$ cat config.mk
export PLATFORM = sky130hd
export DESIGN_NAME = comm_frame_link
export DESIGN_NICKNAME = d
export VERILOG_FILES = /design/src/rtl/comm_pkg.sv /design/src/rtl/comm_frame_rx.sv /design/src/rtl/comm_frame_link.sv
export SDC_FILE = /design/constraint.sdc
export NUM_CORES = 1
export LEC_CHECK = 0
export ABC_AREA = 1
export BUFFER_PORTS_ARGS = -buffer_cell sky130_fd_sc_hd__buf_2
export CORE_MARGIN = 2
export CORE_UTILIZATION = 55
export DETAILED_ROUTE_END_ITERATION = 8
export PLACE_DENSITY = 0.75
export SYNTH_ARGS = -nofsm -noshare
export SYNTH_HDL_FRONTEND = slang
export SYNTH_HIERARCHICAL = 1
export SYNTH_SLANG_ARGS = --single-unit
$ cat constraint.sdc
create_clock -name sysclk -period 1.5 [get_ports sysclk]
set_input_delay 0.075 -clock sysclk [delete_from_list [all_inputs] [get_ports sysclk]]
set_output_delay 0.075 -clock sysclk [all_outputs]
set_load 0.01 [all_outputs]
$ cat src/rtl/comm_pkg.sv
// Shared types and helpers for the serial frame link: FSM state encodings,
// frame length and parity.
package comm_pkg;

    typedef enum logic [2:0] {
        TX_IDLE,
        TX_START,
        TX_DATA,
        TX_PARITY,
        TX_STOP
    } tx_state_t;

    typedef enum logic [2:0] {
        RX_IDLE,
        RX_START,
        RX_DATA,
        RX_PARITY,
        RX_STOP
    } rx_state_t;

    // Bits per frame: start + data + optional parity + stop.
    function automatic int frame_len(input int data_w, input int parity_en);
        return data_w + ((parity_en != 0) ? 1 : 0) + 2;
    endfunction

    // Even parity over a word; callers zero-extend narrower words.
    function automatic logic parity_of(input logic [31:0] word);
        return ^word;
    endfunction

endpackage

$ cat src/rtl/comm_frame_rx.sv
// Serial frame receiver: falling-edge start detection, mid-bit sampling,
// parity and stop-bit checking, one-cycle out_valid per completed frame.
//
// state     | meaning
// ----------+------------------------------------------------------------
// RX_IDLE   | line idle, waiting for a 1-to-0 transition
// RX_START  | inside start bit, mid-sample must be 0 or it is a false start
// RX_DATA   | sampling DATA_W data bits, LSB first
// RX_PARITY | sampling the parity bit (only reached when PARITY_EN=1)
// RX_STOP   | sampling the stop bit, then committing results next cycle
module comm_frame_rx
    import comm_pkg::*;
#(
    parameter int DATA_W    = 8,
    parameter int CLK_DIV   = 4,
    parameter int PARITY_EN = 1
) (
    input  logic              sysclk,
    input  logic              reset,
    input  logic              line,
    output logic [DATA_W-1:0] data_out,
    output logic              out_valid,
    output logic              err_parity,
    output logic              err_frame
);

    localparam int DIV_W = $clog2(CLK_DIV);
    localparam int BIT_W = $clog2(DATA_W);
    localparam logic [DIV_W-1:0] DIV_LAST = DIV_W'(CLK_DIV - 1);
    localparam logic [DIV_W-1:0] DIV_MID  = DIV_W'(CLK_DIV / 2);
    localparam logic [BIT_W-1:0] BIT_LAST = BIT_W'(DATA_W - 1);

    rx_state_t         state;
    logic [DIV_W-1:0]  div_cnt;
    logic [BIT_W-1:0]  bit_cnt;
    logic [DATA_W-1:0] shift;
    logic              par_bit;
    logic              stop_bit;
    logic              stop_seen;
    logic              line_prev;
    logic              mid;
    logic              fall;

    assign mid  = (div_cnt == DIV_MID);
    assign fall = line_prev & ~line;

    // Receive FSM with divider and bit counters; outputs are registered.
    always_ff @(posedge sysclk or negedge reset) begin
        if (!reset) begin
            state      <= RX_IDLE;
            div_cnt    <= '0;
            bit_cnt    <= '0;
            shift      <= '0;
            par_bit    <= 1'b0;
            stop_bit   <= 1'b0;
            stop_seen  <= 1'b0;
            line_prev  <= 1'b1;
            data_out   <= '0;
            out_valid  <= 1'b0;
            err_parity <= 1'b0;
            err_frame  <= 1'b0;
        end else begin
            line_prev <= line;
            out_valid <= 1'b0;

            // The detection edge already lies one cycle into the start bit,
            // so the divider restarts at 1 to keep sampling at CLK_DIV/2.
            if (state == RX_IDLE)
                div_cnt <= fall ? DIV_W'(1) : '0;
            else if (div_cnt == DIV_LAST)
                div_cnt <= '0;
            else
                div_cnt <= div_cnt + DIV_W'(1);

            case (state)
                RX_IDLE: begin
                    stop_seen <= 1'b0;
                    if (fall)
                        state <= RX_START;
                end
                RX_START: begin
                    if (mid)
                        state <= line ? RX_IDLE : RX_DATA;
                end
                RX_DATA: begin
                    if (mid) begin
                        shift <= {line, shift[DATA_W-1:1]};
                        if (bit_cnt == BIT_LAST) begin
                            bit_cnt <= '0;
                            state   <= (PARITY_EN != 0) ? RX_PARITY : RX_STOP;
                        end else begin
                            bit_cnt <= bit_cnt + BIT_W'(1);
                        end
                    end
                end
                RX_PARITY: begin
                    if (mid) begin
                        par_bit <= line;
                        state   <= RX_STOP;
                    end
                end
                RX_STOP: begin
                    if (stop_seen) begin
                        data_out   <= shift;
                        err_parity <= (PARITY_EN != 0) ? (par_bit ^ parity_of(32'(shift))) : 1'b0;
                        err_frame  <= ~stop_bit;
                        out_valid  <= 1'b1;
                        stop_seen  <= 1'b0;
                        state      <= RX_IDLE;
                    end else if (mid) begin
                        stop_bit  <= line;
                        stop_seen <= 1'b1;
                    end
                end
                default: state <= RX_IDLE;
            endcase
        end
    end

endmodule

$ cat src/rtl/comm_frame_link.sv
// Serial frame link: transmitter FSM, rx_line synchroniser, loopback mux and
// the receiver instance.
//
// state     | meaning
// ----------+------------------------------------------------------------
// TX_IDLE   | line high, data_ready high, waiting for data_valid
// TX_START  | driving the start bit (0)
// TX_DATA   | driving DATA_W data bits, LSB first
// TX_PARITY | driving the even-parity bit (only reached when PARITY_EN=1)
// TX_STOP   | driving the stop bit (1), then back to TX_IDLE
module comm_frame_link
    import comm_pkg::*;
#(
    parameter int DATA_W    = 8,
    parameter int CLK_DIV   = 4,
    parameter int PARITY_EN = 1,
    parameter int LOOPBACK  = 1
) (
    input  logic              sysclk,
    input  logic              reset,
    input  logic [DATA_W-1:0] data_in,
    input  logic              data_valid,
    output logic              data_ready,
    output logic              tx_line,
    input  logic              rx_line,
    output logic [DATA_W-1:0] data_out,
    output logic              out_valid,
    output logic              err_parity,
    output logic              err_frame
);

    localparam int DIV_W = $clog2(CLK_DIV);
    localparam int BIT_W = $clog2(DATA_W);
    localparam logic [DIV_W-1:0] DIV_LAST = DIV_W'(CLK_DIV - 1);
    localparam logic [BIT_W-1:0] BIT_LAST = BIT_W'(DATA_W - 1);

    tx_state_t         tx_state;
    logic [DIV_W-1:0]  tx_div;
    logic [BIT_W-1:0]  tx_bit;
    logic [DATA_W-1:0] tx_shift;
    logic              tx_par;
    logic              tx_div_end;
    logic [1:0]        rx_sync;
    logic              rx_src;

    assign tx_div_end = (tx_div == DIV_LAST);

    // Transmit FSM; tx_line is registered so the start bit follows acceptance.
    always_ff @(posedge sysclk or negedge reset) begin
        if (!reset) begin
            tx_state   <= TX_IDLE;
            tx_div     <= '0;
            tx_bit     <= '0;
            tx_shift   <= '0;
            tx_par     <= 1'b0;
            tx_line    <= 1'b1;
            data_ready <= 1'b0;
        end else begin
            if (tx_state == TX_IDLE || tx_div_end)
                tx_div <= '0;
            else
                tx_div <= tx_div + DIV_W'(1);

            case (tx_state)
                TX_IDLE: begin
                    tx_line <= 1'b1;
                    if (data_valid && data_ready) begin
                        tx_shift   <= data_in;
                        tx_par     <= parity_of(32'(data_in));
                        tx_line    <= 1'b0;
                        data_ready <= 1'b0;
                        tx_state   <= TX_START;
                    end else begin
                        data_ready <= 1'b1;
                    end
                end
                TX_START: begin
                    if (tx_div_end) begin
                        tx_line  <= tx_shift[0];
                        tx_state <= TX_DATA;
                    end
                end
                TX_DATA: begin
                    if (tx_div_end) begin
                        if (tx_bit == BIT_LAST) begin
                            tx_bit <= '0;
                            if (PARITY_EN != 0) begin
                                tx_line  <= tx_par;
                                tx_state <= TX_PARITY;
                            end else begin
                                tx_line  <= 1'b1;
                                tx_state <= TX_STOP;
                            end
                        end else begin
                            tx_bit   <= tx_bit + BIT_W'(1);
                            tx_shift <= tx_shift >> 1;
                            tx_line  <= tx_shift[1];
                        end
                    end
                end
                TX_PARITY: begin
                    if (tx_div_end) begin
                        tx_line  <= 1'b1;
                        tx_state <= TX_STOP;
                    end
                end
                TX_STOP: begin
                    if (tx_div_end) begin
                        data_ready <= 1'b1;
                        tx_state   <= TX_IDLE;
                    end
                end
                default: tx_state <= TX_IDLE;
            endcase
        end
    end

    // Two-flop synchroniser for the external line; idles high like the line.
    always_ff @(posedge sysclk or negedge reset) begin
        if (!reset)
            rx_sync <= 2'b11;
        else
            rx_sync <= {rx_sync[0], rx_line};
    end

    // Loopback takes tx_line directly: it is already in this clock domain.
    assign rx_src = (LOOPBACK != 0) ? tx_line : rx_sync[1];

    comm_frame_rx #(
        .DATA_W    (DATA_W),
        .CLK_DIV   (CLK_DIV),
        .PARITY_EN (PARITY_EN)
    ) u_rx (
        .sysclk     (sysclk),
        .reset      (reset),
        .line       (rx_src),
        .data_out   (data_out),
        .out_valid  (out_valid),
        .err_parity (err_parity),
        .err_frame  (err_frame)
    );

endmodule
[Word-level counts from Yosys, hierarchy flattened]
Cells that the tools add are included.
Operators by class
  $add $sub $neg: 4
  eq/ne operators: 26
  multiplexer cells: 37
  bitwise logic cells: 5
  reduce and logical (&&, ||, !) cells: 21
Operators by type and width (count)
  32-bit XOR reduction: 2
  3-bit 2-to-1 mux: 14
  3-bit case mux with 5 select lines: 2
  8-bit 2-to-1 mux: 3
  8-bit case mux with 2 select lines: 1
  2-bit by 1-bit inequality test with 1-bit output (second input constant): 7
  3-bit by 2-bit == test with 1-bit output (second input constant): 4
  3-bit == test (second input constant): 4
  2-bit inequality test (second input constant): 6
  2-bit AND reduction: 6
  6-bit AND reduction: 2
  1-bit 2-to-1 mux: 10
  2-bit 2-to-1 mux: 4
  4-bit AND reduction: 2
  3-bit by 1-bit adder with 3-bit output (second input constant): 2
  2-bit == test (second input constant): 3
  3-bit by 1-bit == test with 1-bit output (second input constant): 2
  3-bit zero test: 2
  2-bit nonzero test: 3
  2-bit by 1-bit adder with 2-bit output (second input constant): 2
  1-bit case mux with 2 select lines: 2
  1-bit case mux with 4 select lines: 1
  4-bit nonzero test: 1
  1-bit NOT: 3
  5 further kinds: 5
Word-level totals
  bits in registers: 50
  input bits: 12
  output and inout port bits: 13

[Depth between registers and ports, before layout]
Gate-level depths: netlist (run 1).
  depth in word-level cells: 4
  gate-level depth with buffers: 9
  gate-level depth less buffers: 9

[Cells and area by module]
The synthesis (run 1) kept the hierarchy.
Modules (own cells, without submodules)
  comm_frame_rx: instances 1, cells each 160, area an instance 1445.1 µm², seq. area each 777.0 µm²
  comm_frame_link: instances 1, cells each 180, area an instance 1208.7 µm², seq. area each 476.7 µm²

[Least setup slack after synthesis (run 1)]
Ideal clock, no wire load.
  path kind: register to register
  start: reg tx_bit[0]
  end: reg tx_shift[1]
  library setup time: 126 ps
  data arrival time: 1275 ps
  setup slack: 99 ps
  cell stages (with the launch flop): 8
  buffers on the path: 1
  clock period less this slack: 1401 ps
  cell sequence: dfrtp_1 ha_1 ha_1 inv_1 nand2_2 a21oi_4 buf_6 o21ai_0
Between the ends
  longest elaborated chain between the ends: 3
RTL lines
  start, declared: line comm_frame_link.sv:39  | logic [BIT_W-1:0] tx_bit;
  start signal, assigned: line comm_frame_link.sv:95  | tx_bit <= tx_bit + BIT_W'(1);
  3-bit == test: line comm_frame_link.sv:85  | if (tx_bit == BIT_LAST) begin
  2-bit inequality test (no line)
  4-bit AND reduction (no line)
  end signal, assigned: line comm_frame_link.sv:68  | tx_shift <= data_in;
  end signal, assigned: line comm_frame_link.sv:96  | tx_shift <= tx_shift >> 1;
  end, declared: line comm_frame_link.sv:40  | logic [DATA_W-1:0] tx_shift;
No other way between the ends.
A chain may end at the register's enable or synchronous reset.

[Worst setup path after layout (run 1)]
  start: reg tx_bit[1]
  end: reg tx_shift[4]
Same word-level chain as after synthesis.

==> results of run 1 <==
## worst min path at each step
stage,start,end,depth (start not counted)
2_1_floorplan,reset,data_ready,0
3_3_place_gp,reset,u_rx/shift[1],1
3_5_place_dp,reset,u_rx/shift[1],1
4_1_cts,data_in[7],tx_shift[7],3
5_1_grt,data_in[7],tx_shift[7],3
6_report,data_in[7],tx_shift[7],3
## cell type report
cell class / instances / share of cell area [%]
tap: 54 / 2.22
sequential: 50 / 41.3
timing repair buffer: 34 / 7.58
inverter: 50 / 6.18
multi-input combinational: 235 / 38.8
clock buffer: 6 / 2.72
clock inverter: 2 / 1.28
## through the flow
step                area (µm²)  total power, mW  worst slack (ps)  setup TNS, ps  instances
detailed placement        2850             4.52              56.0              0        418
global placement          2850             4.40              99.8              0        418
CTS                       2980             5.55              47.2              0        427
finish                    3040             5.70              9.75              0        431
floorplan                 2650             3.93              98.8              0        340
global route              3040             6.19             -36.4           -185        431
## sequential cells by signal (all words and copies together) (netlist names), 2 cells and up
name,count
tx_bit,3
tx_div,2
tx_shift,8
tx_state,3
u_rx/bit_cnt,3
u_rx/data_out,8
u_rx/div_cnt,2
u_rx/shift,8
u_rx/state,3
## timing repair
| action | in CTS | in global routing |
|---|---|---|
| hold endpoints to repair | 18 | 0 |
| setup buffers | 0 | 3 |
| resized for setup | 0 | 4 |
| hold buffers | 1 | 0 |
| endpoints found under the setup margin | 0 | 10 |
## worst max-delay path, stage by stage, from the launching register on
cell and delay [ps]:
sky130_fd_sc_hd__dfrtp_1 400, sky130_fd_sc_hd__ha_2 180, sky130_fd_sc_hd__ha_2 170, sky130_fd_sc_hd__inv_1 70
sky130_fd_sc_hd__nand2_2 90, sky130_fd_sc_hd__a21oi_4 220, sky130_fd_sc_hd__clkbuf_16 180, sky130_fd_sc_hd__o21ai_0 80
## kinds of logic after synthesis
kind of cell,Yosys count
buffers and inverters,55
XOR/XNOR,2
flip-flops,50
multiplexers,1
AO/OA/AOI/OAI,50
AND/OR/NAND/NOR,175
adder cells (fa/ha/maj),7
## power by group through the flow
stage	registers, mW	clock network [mW]	logic [mW]
after global routing	2.22	1.09	2.88
after detailed placement	2.17	0	2.35
after floorplan	2.13	0	1.81
final	2.16	1.01	2.53
after CTS	2.15	1.03	2.37
after global placement	2.16	0	2.25
## cell usage in the layout (no fill, tap or decap), types with 2 or more instances in the layout
cell / n
sky130_fd_sc_hd__buf_4: 8
sky130_fd_sc_hd__nand2_2: 3
sky130_fd_sc_hd__inv_2: 6
sky130_fd_sc_hd__o21ai_2: 11
sky130_fd_sc_hd__nor2_1: 21
sky130_fd_sc_hd__nand2_1: 127
sky130_fd_sc_hd__o21a_1: 2
sky130_fd_sc_hd__ha_1: 5
sky130_fd_sc_hd__nand3_1: 12
sky130_fd_sc_hd__dfrtp_1: 48
sky130_fd_sc_hd__dfstp_2: 2
sky130_fd_sc_hd__clkbuf_8: 6
sky130_fd_sc_hd__nor2_4: 3
sky130_fd_sc_hd__ha_2: 2
sky130_fd_sc_hd__buf_2: 23
sky130_fd_sc_hd__inv_1: 44
sky130_fd_sc_hd__o21ai_0: 33
sky130_fd_sc_hd__nand2_4: 3
sky130_fd_sc_hd__nand4_1: 4
## metal layers
layer	part of all wire (%)	vias to the layer above
met5	0	-
met4	0.88	0
met3	3.3	4
met2	50	35
met1	46	994
li1	-	1126
==> tab_implementation.tex, run 1 <==
\begin{tabular}{lr}
\hline
Metric & Value \\
\hline
\multicolumn{2}{l}{\textbf{Synth}} \\
\quad Mapped Nets & 359 \\
\quad Compound-gate portion of the synthesized area & 11.7\% \\
\quad Cells taking the most area after synthesis & sky130\_fd\_sc\_hd\_\_dfrtp\_1 (45\%), sky130\_fd\_sc\_hd\_\_nand2\_1 (18\%), sky130\_fd\_sc\_hd\_\_o21ai\_0 (6.4\%), sky130\_fd\_sc\_hd\_\_inv\_1 (6.2\%), sky130\_fd\_sc\_hd\_\_o21ai\_2 (3.6\%) \\
\quad Average instance area after synthesis & 7.81 µm² \\
\quad Gate count after technology mapping & 340 \\
\quad Primary flip-flop cell chosen by synthesis mapping & sky130\_fd\_sc\_hd\_\_dfrtp\_1 \\
\quad Number of warning messages in the yosys log & 6 \\
\quad Fraction of the mapped netlist area in simple logic gates & 27.8\% \\
\quad Fraction of synthesized cell area taken by the top area cell type & 45.3\% \\
\quad Top post-synthesis cells by count & sky130\_fd\_sc\_hd\_\_nand2\_1 (127), sky130\_fd\_sc\_hd\_\_dfrtp\_1 (48), sky130\_fd\_sc\_hd\_\_inv\_1 (44) \\
\quad Most frequently used cell type in the post-synthesis netlist & sky130\_fd\_sc\_hd\_\_nand2\_1 \\
\quad Largest area contributor in the synthesized netlist & sky130\_fd\_sc\_hd\_\_dfrtp\_1 \\
\quad Synth Register Bits & 50 \\
\quad Syn Std Cell Area & 2650 µm² \\
\quad Fraction of synthesized area in multiplexers & 0.566\% \\
\quad Register area share after synthesis & 47.2\% \\
\quad Number of unique standard cell types used by synthesis & 25 \\
\quad Fraction of synthesized cell area in xor and xnor cells & 0.660\% \\
\quad Combinational family with the most area after synthesis & simple AND/OR/NAND/NOR gates \\
\quad EDFF count, synth & 0 \\
\quad Async S/R FF share, synth & 100\% \\
\quad Synth Area in Adders & 3.30\% \\
\multicolumn{2}{l}{\textbf{Global routing}} \\
\quad Met1 GRT Util & 23.9\% \\
\quad Global-route usage over all layers & 19.0\% \\
\quad Initial antenna violation count & 0 \\
\quad Most utilized layer in the global route result & met2 \\
\quad Via count of the first global-routing pass & 1990 \\
\quad Wire length of the first global-routing pass & 8.11 mm \\
\quad Global-route met2 utilization & 32.6\% \\
\quad Met3 layer usage reported by global route & 3.84\% \\
\quad Overflow after GRT & 0 \\
\quad Maximum number of pins on one net before global-route repair & 23 \\
\multicolumn{2}{l}{\textbf{Worst setup path}} \\
\quad Path depth of the worst reg2reg path & 7 \\
\quad Worst r2r src & tx\_bit[1] \\
\quad R2r endpoint & tx\_shift[4] \\
\quad Reg2reg setup slack & 10 ps \\
\quad Data required time at the worst endpoint & 1690 ps \\
\quad Critical Path Start Type & flip-flop \\
\quad Class of the most critical setup path & flip-flop to flip-flop \\
\quad Data arrival time of the critical path & 1680 ps \\
\quad Crit path capture & tx\_shift[4] \\
\quad Critical Path Source & tx\_bit[1] \\
\quad Crit Path Max Fanout & 7 \\
\quad Crit. End Element & flip-flop \\
\multicolumn{2}{l}{\textbf{Final layout}} \\
\quad Relative area change from synthesis to final layout & 14.5\% \\
\quad Fraction of layout cells with a size suffix above 1 & 19.9\% \\
\quad Register Area & 1250 µm² \\
\quad Layout net count & 395 \\
\quad Fraction of the core area covered by cells at the end of the flow & 64.8\% \\
\quad Total of fill cells in the finished design & 408 \\
\quad Footprint of the multi-input gates & 1180 µm² \\
\quad Antenna fix cells & 0 \\
\multicolumn{2}{l}{\textbf{Place}} \\
\quad Post-DP HPWL & 3.48 mm \\
\quad Number of I/O port buffers & 23 \\
\quad Routability congestion estimate & 0.806 \\
\multicolumn{2}{l}{\textbf{Clock tree}} \\
\quad Max Root-Sink Buffers & 2 \\
\quad Clock-pin slew reported for the worst setup and hold paths after clock tree synthesis & 90 ps \\
\quad Total clock sinks & 50 \\
\quad Htree depth & 2 \\
\quad Root Driver & sky130\_fd\_sc\_hd\_\_clkbuf\_8 \\
\quad Cts bufs inserted & 5 \\
\quad CTS tree & yes \\
\quad Source-to-sink clock delay at the later pin of the worst-skew pair & 310 ps \\
\multicolumn{2}{l}{\textbf{Timing}} \\
\quad Max-Slew Margin vs Limit & 68.5\% \\
\quad Timing-limited maximum frequency & 671 MHz \\
\quad Transition at the pin with the smallest max-transition slack & 473 ps \\
\quad Hold Violations, Final & 0 \\
\quad Final number of setup-violating endpoints & 0 \\
\quad Max-slew violation count & 0 \\
\quad Share of the cycle needed by the critical path after routing & 99.3\% \\
\quad Setup clock skew after layout & 12.3 ps \\
\quad Worst Hold Margin & 123 ps \\
\quad Final worst path period need & 1490 ps \\
\multicolumn{2}{l}{\textbf{Floorplan}} \\
\quad Placeable core area & 4690 µm² \\
\quad Initial standard-cell utilization of the core & 56.6\% \\
\quad \# IOs & 25 \\
\quad Standard-cell rows & 25 \\
\quad Die height & 73.5 µm \\
\quad Floorplan die area & 5400 µm² \\
\quad Die X & 73.5 µm \\
\multicolumn{2}{l}{\textbf{Detailed routing}} \\
\quad Detailed-route vias per instance & 5.01 \\
\quad Remaining antenna violation count after routing & 0 \\
\quad Number of DRC markers in iteration 0 & 127 \\
\quad Pre-Repair DR Iteration Count & 4 \\
\quad Routed length per placed instance & 11.4 µm \\
\quad Total number of vias & 2159 \\
\quad Post-detailed-route DRC marker count & 0 \\
\quad Final wirelength & 4.91 mm \\
\multicolumn{2}{l}{\textbf{Status}} \\
\quad Status & finished clean \\
\multicolumn{2}{l}{\textbf{Power}} \\
\quad Switching power & 2.30 mW \\
\quad Cell Int Power & 3.39 mW \\
\quad Logic gate share of total power & 44.3\% \\
\quad Clock network power share & 17.8\% \\
\quad Switching share of power & 40.4\% \\
\quad Power density over the cells & 1870 nW/µm² \\
\quad Sequential cell fraction of total power & 37.9\% \\
\quad Leakage component of the power & 1.66 nW \\
\quad VDD IR-drop max & 1170 µV \\
\multicolumn{2}{l}{\textbf{Worst hold path}} \\
\quad Type of the most critical hold path & primary input to flip-flop \\
\multicolumn{2}{l}{\textbf{Job}} \\
\quad Number of max-cap violations & 0 \\
\hline
\end{tabular}
Power figures use the tool's default switching activity.
==> run 2: changes to the inputs <==
--- a/config.mk
+++ b/config.mk
@@ -13,5 +13,4 @@
 export PLACE_DENSITY = 0.75
 export SYNTH_ARGS = -nofsm -noshare
 export SYNTH_HDL_FRONTEND = slang
-export SYNTH_HIERARCHICAL = 1
 export SYNTH_SLANG_ARGS = --single-unit
==> tab_implementation.tex, run 2 <==
\begin{tabular}{lr}
\hline
Metric & Value \\
\hline
\multicolumn{2}{l}{\textbf{Timing}} \\
\quad Final number of setup-violating endpoints & 8 \\
\quad Hold Violations, Final & 0 \\
\quad Setup clock skew after layout & 10.5 ps \\
\quad Final worst path period need & 1520 ps \\
\quad Timing-limited maximum frequency & 659 MHz \\
\quad Max-slew violation count & 0 \\
\quad Max-Slew Margin vs Limit & 74.3\% \\
\quad Transition at the pin with the smallest max-transition slack & 386 ps \\
\quad RSZ-0062 raised after global routing & true \\
\quad Share of the cycle needed by the critical path after routing & 101\% \\
\quad Post-layout worst setup margin & -16.7 ps \\
\multicolumn{2}{l}{\textbf{Power}} \\
\quad VDD IR-drop max & 1120 µV \\
\quad Leakage component of the power & 1.47 nW \\
\quad Switching power & 2.18 mW \\
\quad Clock network power share & 13.6\% \\
\quad Logic gate share of total power & 48.4\% \\
\quad Post-route total power & 5.36 mW \\
\quad Power density over the cells & 1840 nW/µm² \\
\quad Cell Int Power & 3.18 mW \\
\quad Sequential cell fraction of total power & 38.0\% \\
\quad Switching share of power & 40.6\% \\
\multicolumn{2}{l}{\textbf{Worst setup path}} \\
\quad Worst r2r src & tx\_bit[0] \\
\quad Path depth of the worst reg2reg path & 8 \\
\quad Highest-delay cell along the critical path & sky130\_fd\_sc\_hd\_\_dfrtp\_1 \\
\quad Critical Path Start Type & flip-flop \\
\quad Crit. End Element & flip-flop \\
\quad Crit Path Max Fanout & 3 \\
\quad Data required time at the worst endpoint & 1690 ps \\
\quad Class of the most critical setup path & flip-flop to flip-flop \\
\quad Largest delay contributor family on the critical path & flip-flops \\
\quad Critical Path Source & tx\_bit[0] \\
\quad Data arrival time of the critical path & 1710 ps \\
\quad Count of buffering cells on the critical path with inverters included & 2 \\
\quad Reg2reg setup slack & -20 ps \\
\quad Ordered list of cells on the worst path & ha\_2 > ha\_4 > inv\_2 > nand2\_4 > a21oi\_4 > buf\_6 > nand2b\_1 > nand2\_1 \\
\quad R2r endpoint & tx\_shift[7] \\
\quad Slowest cell delay on critical path & 410 ps \\
\multicolumn{2}{l}{\textbf{Final layout}} \\
\quad Most used cells in the layout excluding fill and tap cells & sky130\_fd\_sc\_hd\_\_nand2\_1 (102), sky130\_fd\_sc\_hd\_\_dfrtp\_1 (47), sky130\_fd\_sc\_hd\_\_o21ai\_0 (36) \\
\quad Layout net count & 356 \\
\quad Fraction of layout cells with a size suffix above 1 & 20.8\% \\
\quad Fraction of the core area covered by cells at the end of the flow & 66.8\% \\
\quad Leading registers by flop count & tx\_shift: 8 flops, u\_rx.data\_out: 8 flops, u\_rx.shift: 8 flops \\
\quad Relative area change from synthesis to final layout & 17.7\% \\
\quad Antenna fix cells & 0 \\
\quad Most common cell after layout, fill and taps aside & sky130\_fd\_sc\_hd\_\_nand2\_1 \\
\multicolumn{2}{l}{\textbf{Synth}} \\
\quad Number of unique standard cell types used by synthesis & 30 \\
\quad Synth Register Bits & 50 \\
\quad Largest area contributor in the synthesized netlist & sky130\_fd\_sc\_hd\_\_dfrtp\_1 \\
\quad Fraction of synthesized cell area taken by the top area cell type & 48.6\% \\
\quad Async S/R FF share, synth & 100\% \\
\quad EDFF count, synth & 0 \\
\quad Cells taking the most area after synthesis & sky130\_fd\_sc\_hd\_\_dfrtp\_1 (49\%), sky130\_fd\_sc\_hd\_\_nand2\_1 (16\%), sky130\_fd\_sc\_hd\_\_o21ai\_0 (7.3\%), sky130\_fd\_sc\_hd\_\_inv\_1 (5.2\%), sky130\_fd\_sc\_hd\_\_ha\_1 (3.5\%) \\
\quad Syn Std Cell Area & 2470 µm² \\
\quad Register area share after synthesis & 50.7\% \\
\quad Mapped Nets & 322 \\
\quad Most frequently used cell type in the post-synthesis netlist & sky130\_fd\_sc\_hd\_\_nand2\_1 \\
\quad Top post-synthesis cells by count & sky130\_fd\_sc\_hd\_\_nand2\_1 (103), sky130\_fd\_sc\_hd\_\_dfrtp\_1 (48), sky130\_fd\_sc\_hd\_\_o21ai\_0 (36) \\
\quad Primary flip-flop cell chosen by synthesis mapping & sky130\_fd\_sc\_hd\_\_dfrtp\_1 \\
\quad Gate count after technology mapping & 303 \\
\quad Number of warning messages in the yosys log & 0 \\
\quad Average instance area after synthesis & 8.16 µm² \\
\multicolumn{2}{l}{\textbf{Worst hold path}} \\
\quad Hold EP & tx\_shift[7] \\
\quad Type of the most critical hold path & primary input to flip-flop \\
\quad Min-delay src & data\_in[7] \\
\quad Worst hold path stage count & 3 \\
\multicolumn{2}{l}{\textbf{Floorplan}} \\
\quad Floorplan die area & 5050 µm² \\
\quad Initial standard-cell utilization of the core & 56.8\% \\
\quad Placeable core area & 4350 µm² \\
\quad Die X & 71.0 µm \\
\quad Standard-cell rows & 24 \\
\quad \# IOs & 25 \\
\quad Die height & 71.0 µm \\
\multicolumn{2}{l}{\textbf{Clock tree}} \\
\quad Clock-pin slew reported for the worst setup and hold paths after clock tree synthesis & 80 ps \\
\quad Source-to-sink clock delay at the later pin of the worst-skew pair & 300 ps \\
\quad Max Root-Sink Buffers & 2 \\
\quad Htree depth & 2 \\
\quad Total clock sinks & 50 \\
\quad CTS tree & yes \\
\quad Root Driver & sky130\_fd\_sc\_hd\_\_clkbuf\_8 \\
\quad Cts bufs inserted & 5 \\
\multicolumn{2}{l}{\textbf{Status}} \\
\quad Status & finished, violations left \\
\quad Failing checks & setup timing \\
\multicolumn{2}{l}{\textbf{Place}} \\
\quad Number of I/O port buffers & 23 \\
\quad Routability congestion estimate & 0.829 \\
\quad Post-DP HPWL & 3.16 mm \\
\multicolumn{2}{l}{\textbf{Detailed routing}} \\
\quad Remaining antenna violation count after routing & 0 \\
\quad Number of DRC markers in iteration 0 & 115 \\
\quad Detailed-route vias per instance & 5.04 \\
\quad Total number of vias & 1959 \\
\quad Routed length per placed instance & 11.4 µm \\
\quad Pre-Repair DR Iteration Count & 4 \\
\quad Final wirelength & 4.42 mm \\
\quad Post-detailed-route DRC marker count & 0 \\
\multicolumn{2}{l}{\textbf{Global routing}} \\
\quad Global-route usage over all layers & 18.4\% \\
\quad Wire length of the first global-routing pass & 7.51 mm \\
\quad Via count of the first global-routing pass & 1772 \\
\quad Overflow after GRT & 0 \\
\quad Initial antenna violation count & 0 \\
\quad Maximum number of pins on one net before global-route repair & 27 \\
\multicolumn{2}{l}{\textbf{Job}} \\
\quad Number of max-cap violations & 0 \\
\hline
\end{tabular}
[run 2: cell types whose count changed in the layout (fill, tap and decap cells not counted), sizes merged, moves of 2 or more]
cell,change
clkinv,+2
inv,-12
nand2,-28
nand3,-2
nand4,-4
nor2,-5
o211ai,+3
xnor2,+3
xor2,+3
[run 2: power groups by stage]
stage	clock network, mW	registers, mW	logic [mW]
after floorplan	0	1.98	1.60
after global placement	0	2.03	1.99
after detailed placement	0	2.04	2.08
after CTS	0.751	2.02	2.09
after global routing	0.791	2.10	2.92
final	0.731	2.04	2.59
[run 2: repair_timing]
| action | in CTS | in global routing |
|---|---|---|
| endpoints found under the hold margin | 13 | 0 |
| endpoints found under the setup margin | 4 | 16 |
| setup buffers | 0 | 2 |
| pin swaps | 1 | 5 |
| gates cloned | 0 | 1 |
| gates resized for setup | 0 | 23 |
| hold buffers | 1 | 0 |
[run 2: metal layers]
layer / track usage [%] / vias to the layer above / part of all wire (%)
li1: - / 1019 / -
met1: 24.3 / 899 / 47
met3: 3.85 / 4 / 3.1
met2: 30.4 / 37 / 49
met4: 6.29 / 0 / 0.75
met5: 0 / - / 0
[run 2: layout make-up]
class                      count  area [µm²]
sequential                    50        1250
clock buffer                   5        68.8
tap                           52        65.1
inverter                      39         146
timing repair buffer          33         239
fill                         373        1450
clock inverter                 2        10.0
multi-input combinational    208        1120
[run 2: how the worst max path moves through the flow]
stage / slack [ps] / depth (start not counted) / end
global placement: 50 / 8 / tx_shift[0]
finish: -20 / 8 / tx_shift[7]
global route: -70 / 8 / tx_shift[7]
CTS: 2 / 9 / u_rx.state[1]
floorplan: 70 / 8 / tx_shift[7]
detailed placement: 4 / 9 / u_rx.state[1]
[run 2: cell families (layout without fill, tap and decap cells)]
| group | Yosys count | after routing | synth area share [%] |
|---|---|---|---|
| buf+inv | 45 | 79 | 7.29 |
| compound gates | 54 | 54 | 12.1 |
| simple gates | 139 | 139 | 23.5 |
| xor+xnor | 8 | 8 | 2.83 |
| fa+ha+maj | 7 | 7 | 3.54 |
| flops | 50 | 50 | 50.7 |
[run 2: through the flow]
step / setup TNS, ps / std cells / area (µm²) / hold WS [ps] / worst slack (ps)
after floorplan: 0 / 303 / 2470 / -221 / 70.0
after detailed placement: 0 / 378 / 2690 / 18.4 / 4.17
after CTS: 0 / 386 / 2780 / 58.9 / 1.64
after global placement: 0 / 378 / 2690 / 14.0 / 48.3
final: -64.5 / 389 / 2910 / 65.9 / -16.7
after global routing: -532 / 389 / 2910 / 88.7 / -73.7
[run 2: worst reg2reg max path: stages (launching register included)]
cell,delay [ps]
sky130_fd_sc_hd__dfrtp_1,410
sky130_fd_sc_hd__ha_2,200
sky130_fd_sc_hd__ha_4,170
sky130_fd_sc_hd__inv_2,60
sky130_fd_sc_hd__nand2_4,60
sky130_fd_sc_hd__a21oi_4,250
sky130_fd_sc_hd__buf_6,130
sky130_fd_sc_hd__nand2b_1,100
sky130_fd_sc_hd__nand2_1,50
==> run 3: changes to the inputs <==
--- a/config.mk
+++ b/config.mk
@@ -7,10 +7,12 @@
 export LEC_CHECK = 0
 export ABC_AREA = 1
 export BUFFER_PORTS_ARGS = -buffer_cell sky130_fd_sc_hd__buf_2
+export CELL_PAD_IN_SITES_DETAIL_PLACEMENT = 1
+export CELL_PAD_IN_SITES_GLOBAL_PLACEMENT = 1
 export CORE_MARGIN = 2
-export CORE_UTILIZATION = 55
+export CORE_UTILIZATION = 43
 export DETAILED_ROUTE_END_ITERATION = 8
-export PLACE_DENSITY = 0.75
+export PLACE_DENSITY_LB_ADDON = 0.1
 export SYNTH_ARGS = -nofsm -noshare
 export SYNTH_HDL_FRONTEND = slang
 export SYNTH_SLANG_ARGS = --single-unit
==> tab_implementation.tex, run 3 (same netlist as run 2, synthesis figures left out) <==
\begin{tabular}{lr}
\hline
Metric & Value \\
\hline
\multicolumn{2}{l}{\textbf{Power}} \\
\quad Logic gate share of total power & 45.6\% \\
\quad Sequential cell fraction of total power & 37.2\% \\
\quad Cell Int Power & 3.32 mW \\
\quad Clock network power share & 17.2\% \\
\quad Post-route total power & 5.51 mW \\
\quad Switching share of power & 39.7\% \\
\quad Power density over the cells & 1850 nW/µm² \\
\quad VDD IR-drop max & 835 µV \\
\quad Leakage component of the power & 1.47 nW \\
\quad Switching power & 2.19 mW \\
\multicolumn{2}{l}{\textbf{Detailed routing}} \\
\quad Remaining antenna violation count after routing & 0 \\
\quad Detailed-route vias per instance & 4.92 \\
\quad Total number of vias & 2022 \\
\quad Pre-Repair DR Iteration Count & 4 \\
\quad Post-detailed-route DRC marker count & 0 \\
\quad Number of DRC markers in iteration 0 & 71 \\
\quad Final wirelength & 5.44 mm \\
\quad Routed length per placed instance & 13.2 µm \\
\multicolumn{2}{l}{\textbf{Place}} \\
\quad Post-DP HPWL & 3.67 mm \\
\quad Number of I/O port buffers & 23 \\
\quad Routability congestion estimate & 0.774 \\
\quad Dpl cells & 399 \\
\multicolumn{2}{l}{\textbf{Timing}} \\
\quad Final number of setup-violating endpoints & 0 \\
\quad Share of the cycle needed by the critical path after routing & 98.3\% \\
\quad Total Negative Setup Slacks & 0 ps \\
\quad Setup clock skew after layout & 11.3 ps \\
\quad Timing-limited maximum frequency & 678 MHz \\
\quad Max-Slew Margin vs Limit & 81.4\% \\
\quad Hold Violations, Final & 0 \\
\quad Max-slew violation count & 0 \\
\quad Final worst path period need & 1470 ps \\
\quad Transition at the pin with the smallest max-transition slack & 279 ps \\
\quad RSZ-0062 raised after global routing & true \\
\multicolumn{2}{l}{\textbf{Final layout}} \\
\quad Most common cell after layout, fill and taps aside & sky130\_fd\_sc\_hd\_\_nand2\_1 \\
\quad Register Area & 1250 µm² \\
\quad Relative area change from synthesis to final layout & 20.3\% \\
\quad Antenna fix cells & 0 \\
\quad Most used cells in the layout excluding fill and tap cells & sky130\_fd\_sc\_hd\_\_nand2\_1 (102), sky130\_fd\_sc\_hd\_\_dfrtp\_1 (47), sky130\_fd\_sc\_hd\_\_o21ai\_0 (34) \\
\quad Layout net count & 357 \\
\quad Footprint of the multi-input gates & 1130 µm² \\
\quad Fraction of layout cells with a size suffix above 1 & 20.9\% \\
\quad Leading registers by flop count & tx\_shift: 8 flops, u\_rx.data\_out: 8 flops, u\_rx.shift: 8 flops \\
\quad Total of fill cells in the finished design & 679 \\
\quad Count of non-filler cells in the finished layout & 411 \\
\multicolumn{2}{l}{\textbf{Floorplan}} \\
\quad Placeable core area & 5540 µm² \\
\quad Floorplan die area & 6370 µm² \\
\quad Initial standard-cell utilization of the core & 44.6\% \\
\quad Standard-cell rows & 27 \\
\quad \# IOs & 25 \\
\quad Die height & 79.8 µm \\
\quad Die X & 79.8 µm \\
\multicolumn{2}{l}{\textbf{Worst hold path}} \\
\quad Type of the most critical hold path & primary input to flip-flop \\
\quad Hold EP & tx\_shift[7] \\
\quad Worst hold path stage count & 3 \\
\quad Min-delay src & data\_in[7] \\
\multicolumn{2}{l}{\textbf{Worst setup path}} \\
\quad Crit Path Max Fanout & 8 \\
\quad Ordered list of cells on the worst path & ha\_2 > ha\_4 > inv\_4 > nand2\_4 > a21oi\_4 > buf\_12 > nand2\_1 > o21ai\_1 \\
\quad Largest delay contributor family on the critical path & flip-flops \\
\quad Critical Path Start Type & flip-flop \\
\quad Reg2reg setup slack & 30 ps \\
\quad Slowest cell delay on critical path & 400 ps \\
\quad Worst r2r src & tx\_bit[1] \\
\quad Highest-delay cell along the critical path & sky130\_fd\_sc\_hd\_\_dfrtp\_1 \\
\quad Crit. End Element & flip-flop \\
\quad Path depth of the worst reg2reg path & 8 \\
\quad Count of buffering cells on the critical path with inverters included & 2 \\
\quad Data arrival time of the critical path & 1690 ps \\
\quad R2r endpoint & tx\_shift[0] \\
\quad Class of the most critical setup path & flip-flop to flip-flop \\
\quad Data required time at the worst endpoint & 1720 ps \\
\multicolumn{2}{l}{\textbf{Clock tree}} \\
\quad Htree depth & 2 \\
\quad CTS tree & yes \\
\quad Clock-pin slew reported for the worst setup and hold paths after clock tree synthesis & 90 ps \\
\quad Source-to-sink clock delay at the later pin of the worst-skew pair & 300 ps \\
\quad Root Driver & sky130\_fd\_sc\_hd\_\_clkbuf\_8 \\
\quad Max Root-Sink Buffers & 2 \\
\quad Cts bufs inserted & 5 \\
\quad Total clock sinks & 50 \\
\multicolumn{2}{l}{\textbf{Global routing}} \\
\quad Overflow after GRT & 0 \\
\quad Global-route usage over all layers & 17.8\% \\
\quad Initial antenna violation count & 0 \\
\quad Wire length of the first global-routing pass & 8.95 mm \\
\quad Maximum number of pins on one net before global-route repair & 51 \\
\quad Via count of the first global-routing pass & 2040 \\
\multicolumn{2}{l}{\textbf{Status}} \\
\quad Status & finished clean \\
\multicolumn{2}{l}{\textbf{Job}} \\
\quad Number of max-cap violations & 0 \\
\hline
\end{tabular}
[run 3: cell count changes in the layout (fill, tap and decap cells not counted), sizes merged]
cell	previous run	this run
clkbuf	6	8
bufinv	0	1
buf	31	32
clkinv	2	0
[run 3: power by group through the flow]
stage / Clock (mW) / Sequential [mW] / Combinational [mW]
after floorplan: 0 / 1.98 / 1.60
after global placement: 0 / 2.02 / 2.09
after detailed placement: 0 / 2.04 / 2.17
after CTS: 0.962 / 2.02 / 2.41
after global routing: 1.02 / 2.10 / 2.89
final: 0.947 / 2.05 / 2.51
[run 3: worst max-delay path by stage]
stage / startpoint / end / slack (ps) / depth (start not counted)
2_1_floorplan: tx_bit[0] / tx_shift[7] / 70 / 8
3_3_place_gp: tx_bit[0] / tx_shift[7] / 50 / 8
3_5_place_dp: tx_bit[0] / tx_shift[6] / -20 / 8
4_1_cts: tx_bit[0] / tx_shift[6] / 2 / 8
5_1_grt: u_rx.bit_cnt[0] / u_rx.state[1] / -70 / 9
6_report: tx_bit[1] / tx_shift[0] / 30 / 8
[run 3: tightest hold or removal path: stages]
cell                      delay (ps)
sky130_fd_sc_hd__buf_2           120
sky130_fd_sc_hd__nand3_1          80
sky130_fd_sc_hd__nand2_1          40
[run 3: layout make-up]
cell class	instances	area share, %
clock buffer	7	2.57
clock inverter	1	1.01
inverter	39	5.01
multi-input combinational	208	38.0
sequential	50	42.2
tap	72	3.03
timing repair buffer	34	8.16
[run 3: timing repair]
| item | in CTS | in global routing |
|---|---|---|
| hold buffers | 1 | 0 |
| buffers inserted | 2 | 0 |
| gates resized for setup | 6 | 24 |
| endpoints found under the setup margin | 8 | 17 |
| pin swaps | 2 | 9 |
| gates cloned | 1 | 0 |
| endpoints found under the hold margin | 48 | 0 |
[run 3: layer usage]
layer	global-route usage, %	vias up	wire (µm)
met5	0	-	0
met4	4.58	0	63
li1	-	1025	-
met1	22.1	967	2380
met2	31.3	24	2840
met3	3.85	6	152
[run 3: per-stage QoR]
step	hold slack (ps)	setup WS [ps]	area (µm²)	util (%)
2_1_floorplan	-221	70.0	2470	-
3_3_place_gp	84.8	52.9	2720	49.1
3_5_place_dp	85.9	-16.7	2720	49.1
4_1_cts	47.3	2.21	2890	52.2
5_1_grt	66.0	-66.0	2970	53.7
6_report	44.3	25.3	2970	53.7
